===== config.mk =====
export PLATFORM = sky130hd
export DESIGN_NAME = i2s_mic_rx
export DESIGN_NICKNAME = d
export VERILOG_FILES = /design/src/rtl/i2s_mic_rx.sv
export SDC_FILE = /design/constraint.sdc
export NUM_CORES = 1
export LEC_CHECK = 0
export ABC_AREA = 1
export CAP_MARGIN = 20
export CORE_UTILIZATION = 25
export DETAILED_ROUTE_END_ITERATION = 6
export GPL_TIMING_DRIVEN = 0
export PLACE_DENSITY = 0.48
export SLEW_MARGIN = 10
export SYNTH_ARGS = -nofsm -noshare
export SYNTH_HDL_FRONTEND = slang
export SYNTH_SLANG_ARGS = --single-unit
export TNS_END_PERCENT = 5

===== constraint.sdc =====
create_clock -name mclk -period 2.59 [get_ports mclk]
set_input_delay 0.259 -clock mclk [delete_from_list [all_inputs] [get_ports mclk]]
set_output_delay 0.259 -clock mclk [all_outputs]
set_load 0.02 [all_outputs]

===== src/rtl/i2s_mic_rx.sv =====
// I2S master receiver for a PCM MEMS microphone.
// Generates bclk/ws from mclk, deserialises one channel slot MSB-first with
// the I2S one-bit delay, and buffers samples in a first-word-fall-through FIFO
// with a sticky overflow flag.
module i2s_mic_rx #(
    parameter int CLK_DIV     = 4,
    parameter int SAMPLE_BITS = 24,
    parameter int CHANNEL     = 0,
    parameter int FIFO_DEPTH  = 8
) (
    input  logic                          mclk,
    input  logic                          reset,
    input  logic                          enable,
    input  logic                          din,
    output logic                          bclk,
    output logic                          ws,
    output logic [SAMPLE_BITS-1:0]        sample_data,
    output logic                          sample_valid,
    input  logic                          sample_ready,
    output logic [$clog2(FIFO_DEPTH):0]   fill,
    output logic                          overflow
);

    localparam int DCW = (CLK_DIV > 1) ? $clog2(CLK_DIV) : 1;
    localparam int AW  = $clog2(FIFO_DEPTH);
    localparam int FW  = AW + 1;

    localparam logic [DCW-1:0] DC_LAST  = DCW'(CLK_DIV - 1);
    localparam logic [4:0]     K_LAST   = 5'(SAMPLE_BITS);
    localparam logic           CH_SEL   = (CHANNEL != 0) ? 1'b1 : 1'b0;
    localparam logic [FW-1:0]  FULL_CNT = FW'(FIFO_DEPTH);

    // Clock generation and capture state
    logic [DCW-1:0]         dc_q, dc_d;
    logic                   bclk_q, bclk_d;
    logic                   ws_q, ws_d;
    logic [5:0]             bc_q, bc_d;
    logic [SAMPLE_BITS-1:0] sh_q, sh_d;
    logic                   push_q, push_d;
    logic [SAMPLE_BITS-1:0] push_data_q, push_data_d;

    // FIFO state
    logic [SAMPLE_BITS-1:0] mem_q [FIFO_DEPTH];
    logic [SAMPLE_BITS-1:0] mem_d [FIFO_DEPTH];
    logic [AW-1:0]          wr_ptr_q, wr_ptr_d;
    logic [AW-1:0]          rd_ptr_q, rd_ptr_d;
    logic [FW-1:0]          cnt_q, cnt_d;
    logic                   overflow_q, overflow_d;

    // Combinational helpers
    logic                   tick_s;
    logic                   capture_s;
    logic                   last_s;
    logic [5:0]             bc_inc_s;
    logic [SAMPLE_BITS-1:0] sh_next_s;
    logic                   valid_s;
    logic                   full_s;
    logic                   pop_s;
    logic                   wr_en_s;
    logic                   ovf_set_s;

    assign tick_s    = enable && (dc_q == DC_LAST);
    assign bc_inc_s  = bc_q + 6'd1;
    // Slot-relative bit k=1 carries the MSB (one-bit I2S delay after ws edge).
    assign capture_s = (bc_q[5] == CH_SEL) && (bc_q[4:0] >= 5'd1) && (bc_q[4:0] <= K_LAST);
    assign last_s    = capture_s && (bc_q[4:0] == K_LAST);
    assign sh_next_s = SAMPLE_BITS'({sh_q, din});

    assign valid_s   = (cnt_q != {FW{1'b0}});
    assign full_s    = (cnt_q == FULL_CNT);
    assign pop_s     = valid_s && sample_ready;
    // A push into a full FIFO still lands when the head leaves on the same edge.
    assign wr_en_s   = push_q && (!full_s || pop_s);
    assign ovf_set_s = push_q && full_s && !pop_s;

    // Next state for divider, bit counter, word select and shift register
    always_comb begin
        dc_d        = dc_q;
        bclk_d      = bclk_q;
        ws_d        = ws_q;
        bc_d        = bc_q;
        sh_d        = sh_q;
        push_d      = 1'b0;
        push_data_d = push_data_q;
        if (!enable) begin
            dc_d   = {DCW{1'b0}};
            bclk_d = 1'b0;
            ws_d   = 1'b0;
            bc_d   = 6'd0;
            sh_d   = {SAMPLE_BITS{1'b0}};
        end else if (tick_s) begin
            dc_d   = {DCW{1'b0}};
            bclk_d = ~bclk_q;
            if (bclk_q) begin
                // Falling bclk: advance frame position, ws follows the slot bit.
                bc_d = bc_inc_s;
                ws_d = bc_inc_s[5];
            end else if (capture_s) begin
                // Rising bclk: sample din into the shift register.
                sh_d = sh_next_s;
                if (last_s) begin
                    push_d      = 1'b1;
                    push_data_d = sh_next_s;
                end else begin
                    push_data_d = push_data_q;
                end
            end else begin
                sh_d = sh_q;
            end
        end else begin
            dc_d = dc_q + DCW'(1);
        end
    end

    // Next state for FIFO storage, pointers, occupancy and sticky overflow
    always_comb begin
        mem_d      = mem_q;
        wr_ptr_d   = wr_ptr_q;
        rd_ptr_d   = rd_ptr_q;
        cnt_d      = cnt_q;
        overflow_d = overflow_q | ovf_set_s;
        if (wr_en_s) begin
            mem_d[wr_ptr_q] = push_data_q;
            wr_ptr_d        = wr_ptr_q + AW'(1);
        end else begin
            wr_ptr_d = wr_ptr_q;
        end
        if (pop_s) begin
            rd_ptr_d = rd_ptr_q + AW'(1);
        end else begin
            rd_ptr_d = rd_ptr_q;
        end
        case ({wr_en_s, pop_s})
            2'b10:   cnt_d = cnt_q + FW'(1);
            2'b01:   cnt_d = cnt_q - FW'(1);
            default: cnt_d = cnt_q;
        endcase
    end

    // Control registers with synchronous reset
    always_ff @(posedge mclk) begin
        if (reset) begin
            dc_q        <= {DCW{1'b0}};
            bclk_q      <= 1'b0;
            ws_q        <= 1'b0;
            bc_q        <= 6'd0;
            sh_q        <= {SAMPLE_BITS{1'b0}};
            push_q      <= 1'b0;
            push_data_q <= {SAMPLE_BITS{1'b0}};
            wr_ptr_q    <= {AW{1'b0}};
            rd_ptr_q    <= {AW{1'b0}};
            cnt_q       <= {FW{1'b0}};
            overflow_q  <= 1'b0;
        end else begin
            dc_q        <= dc_d;
            bclk_q      <= bclk_d;
            ws_q        <= ws_d;
            bc_q        <= bc_d;
            sh_q        <= sh_d;
            push_q      <= push_d;
            push_data_q <= push_data_d;
            wr_ptr_q    <= wr_ptr_d;
            rd_ptr_q    <= rd_ptr_d;
            cnt_q       <= cnt_d;
            overflow_q  <= overflow_d;
        end
    end

    // FIFO storage array; contents are don't-care while the count is zero
    always_ff @(posedge mclk) begin
        mem_q <= mem_d;
    end

    assign bclk         = bclk_q;
    assign ws           = ws_q;
    assign sample_valid = valid_s;
    assign fill         = cnt_q;
    assign overflow     = overflow_q;
    assign sample_data  = valid_s ? mem_q[rd_ptr_q] : {SAMPLE_BITS{1'b0}};

endmodule


==> results by group <==
Status
  • Outcome: complete, no violations

Global routing
  • Total gr overflow: 0
  • Initial antenna violation count: 0
  • Largest net degree at the start of global routing: 25
  • Vias in the first global route: 6,861
  • GRT Util Overall: 0.124
  • First-pass GRT wire length: 39,900 um

Floorplan
  • CORE AREA: 40,800 um2
  • Io pins: 37
  • Die span in y: 206 um
  • # rows: 74
  • Die area: 42,300 um2
  • Initial Utilization: 0.254
  • DIE WIDTH: 206 um

Logic synthesis
  • Most used DFF post-synth: edfxtp_1
  • Yosys reg bits: 260
  • Synth Instances: 950
  • Seq/Total Area, Yosys: 0.687
  • Commonest cells in the netlist: 257 x nor2_1, 192 x edfxtp_1, 139 x o21ai_0, 82 x nand2_1, 68 x dfxtp_1
  • Net Count, Synth: 964
  • Top-count cell post-synth: nor2_1
  • Async set-reset flop share out of synthesis: 0
  • Top post-synthesis cells by area: edfxtp_1 56%, dfxtp_1 13%, nor2_1 9.3%
  • Yosys cell types: 28
  • Average size of a mapped cell: 10.9 um2
  • Synth top area share: 0.556
  • Yosys warns: 0
  • Post-Syn Area: 10,400 um2
  • EDFF count, synth: 192
  • Area leader, netlist: edfxtp_1

Worst setup path
  • Cell Chain, Critical Path: buf_4, inv_1, buf_4, buf_6, nor2_1, o21ai_1, o21ai_0, nor2_1, clkdlybuf4s15_2
  • Crit. Startpoint: rd_ptr_q[0]
  • Crit-path slowest cell: dfxtp_2
  • Worst reg2reg setup slack: 0.26 ns
  • WP data arrival: 2.24 ns
  • Max stage delay on crit path: 0.34 ns
  • Worst EP required: 2.33 ns
  • RR Startpoint: fill[0]
  • Crit Path Max Fanout: 10
  • CP Launch Type: flop
  • CP Capture Type: primary output
  • Critical path class: flop to primary output

Place
  • DP Worst Slack: -0.257 ns
  • Port Buf Inserts: 36
  • Placed cells: 1,523
  • Gpl congestion: 0.752
  • DP Wirelength: 17,000 um

Timing
  • Final Hold Slack: 0.404 ns
  • FMAX: 400 MHz
  • Slew HR: 0.442
  • Slew @ Worst Pin: 0.835 ns
  • Min cycle time layout: 2.50 ns
  • Clock skew: 0.0188 ns
  • Fin crit share: 0.965
  • # setup viols final: 0
  • RSZ-0062 raised after global routing: true
  • Max-slew violation count: 0
  • Count of final hold-check violations: 0
  • Setup ws final: 0.0915 ns

Detailed routing
  • DR vias/cell: 4.31
  • Initial DRC count: 370
  • Top sig layer: met4
  • WL final: 25,500 um
  • # DRC: 0
  • Routed metal-1 wirelength: 11,800 um
  • Final ANT Viol Nets: 0
  • Metal3 WL: 948 um
  • Routed wl met2: 12,200 um
  • Detailed Routing Iterations Pass 1: 7
  • Vias: 6,791
  • Drt wl/cell: 16.2 um

Worst hold path
  • Hold Crit Start: reset
  • HP Class: primary input to flop

Clock network
  • H-Tree Depth: 1
  • Inserted Clock Buffers: 29
  • CTS tree: yes
  • Hold Buf Count CTS: 0
  • Setup bufs post-CTS: 0
  • Max Buffers Root-to-Sink: 3
  • Clock Latency Late Sink: 0.56 ns
  • Clock transition at path regs: 0.06 ns
  • CTS sink count: 260
  • Clk root buf: clkbuf_16

Power and ir drop
  • LEAKAGE: 4.67 nW
  • PD cells: 911 nW/um2
  • Maximum VDD drop: 0.456 mV

Layout
  • Share of layout cells above drive strength 1: 0.131
  • Ant diodes: 0
  • Synth-to-layout area growth: 21.3%
  • Final net count: 1,035
  • Non-filler cells, final: 1,576

Flow run
  • Max Cap Viol: 0
## cell families (layout without fill, tap and decap cells)
logic type | after synthesis | in the layout | synth area share
fa+ha+maj | 9 | 9 | 0.0109
buf+inv | 101 | 195 | 0.0448
flops | 260 | 260 | 0.687
compound gates | 191 | 191 | 0.0955
simple gates | 363 | 363 | 0.137
xor+xnor | 2 | 2 | 0.00169
mux | 24 | 24 | 0.0232
## final cells by class
type                       instances  area [um2]
tap                              532         666
fill                            4118       28200
buffer                            50         339
sequential                       260        7130
inverter                          50         188
clock inverter                    12         186
timing repair buffer              41         408
clock buffer                      42         805
multi-input combinational        589        2860
## critical path: cells and delay by family, from the launching register on
| kind | cells | cell delay [ns] |
|---|---|---|
| DFF | 1 | 0.34 |
| and+or+nand+nor | 2 | 0.26 |
| buffers and inverters | 5 | 0.85 |
| AOI/OAI and AO/OA | 2 | 0.23 |
## worst paths after layout
check / endpoint / depth (start not counted)
setup reg to reg: fill[2] / 13
setup / recovery: sample_data[12] / 9
hold / removal: overflow / 2
hold reg to reg: dc_q[0] / 1
## power breakdown
group | internal (mW) | switching (mW) | total [mW]
registers | 4.44 | 0.0301 | 4.47
clock network | 2.57 | 1.67 | 4.25
logic | 0.953 | 1.80 | 2.75
## metrics by stage
| stage | total power [mW] | util | instance area (um2) | TNS [ns] |
|---|---|---|---|---|
| detailed placement | 7.37 | 0.284 | 11600 | -4.05 |
| global route | 12.0 | 0.308 | 12600 | -0.244 |
| CTS | 11.6 | 0.309 | 12600 | -0.300 |
| finish | 11.5 | 0.308 | 12600 | 0 |
| global placement | 7.36 | 0.279 | 11400 | -229.46 |
| floorplan | 6.24 | - | 10400 | 0 |
## flip-flops by register name, summed over array words and instances, names as in the netlist
signal / flops
bclk: 1
push_data_q: 24
mem_q: 192
overflow: 1
push_q: 1
sh_q: 23
bc_q: 5
fill: 4
rd_ptr_q: 3
ws: 1
dc_q: 2
wr_ptr_q: 3
## layout by cell type (no fill, tap or decap), drive strengths merged, types with 9 or more instances in the layout
cell type / n
a21oi: 16
dfxtp: 68
nand2: 84
buf: 36
nor2: 258
o22ai: 24
clkdlybuf4s50: 12
mux2i: 24
clkbuf: 80
nand3: 10
o21ai: 149
ha: 9
inv: 54
edfxtp: 192
## routing by layer
layer / up-vias / track usage
li1: 3421 / -
met1: 3211 / 0.164
met2: 126 / 0.211
met3: 33 / 0.0165
met4: 0 / 0.0312
met5: - / 0
## repair_timing
item | 4_1_cts | 5_1_grt
cloned | 0 | 0
setup endpoints to repair | 27 | 24
gates resized for setup | 86 | 49
pin swaps | 3 | 1
(Power assumes the default switching activity.)
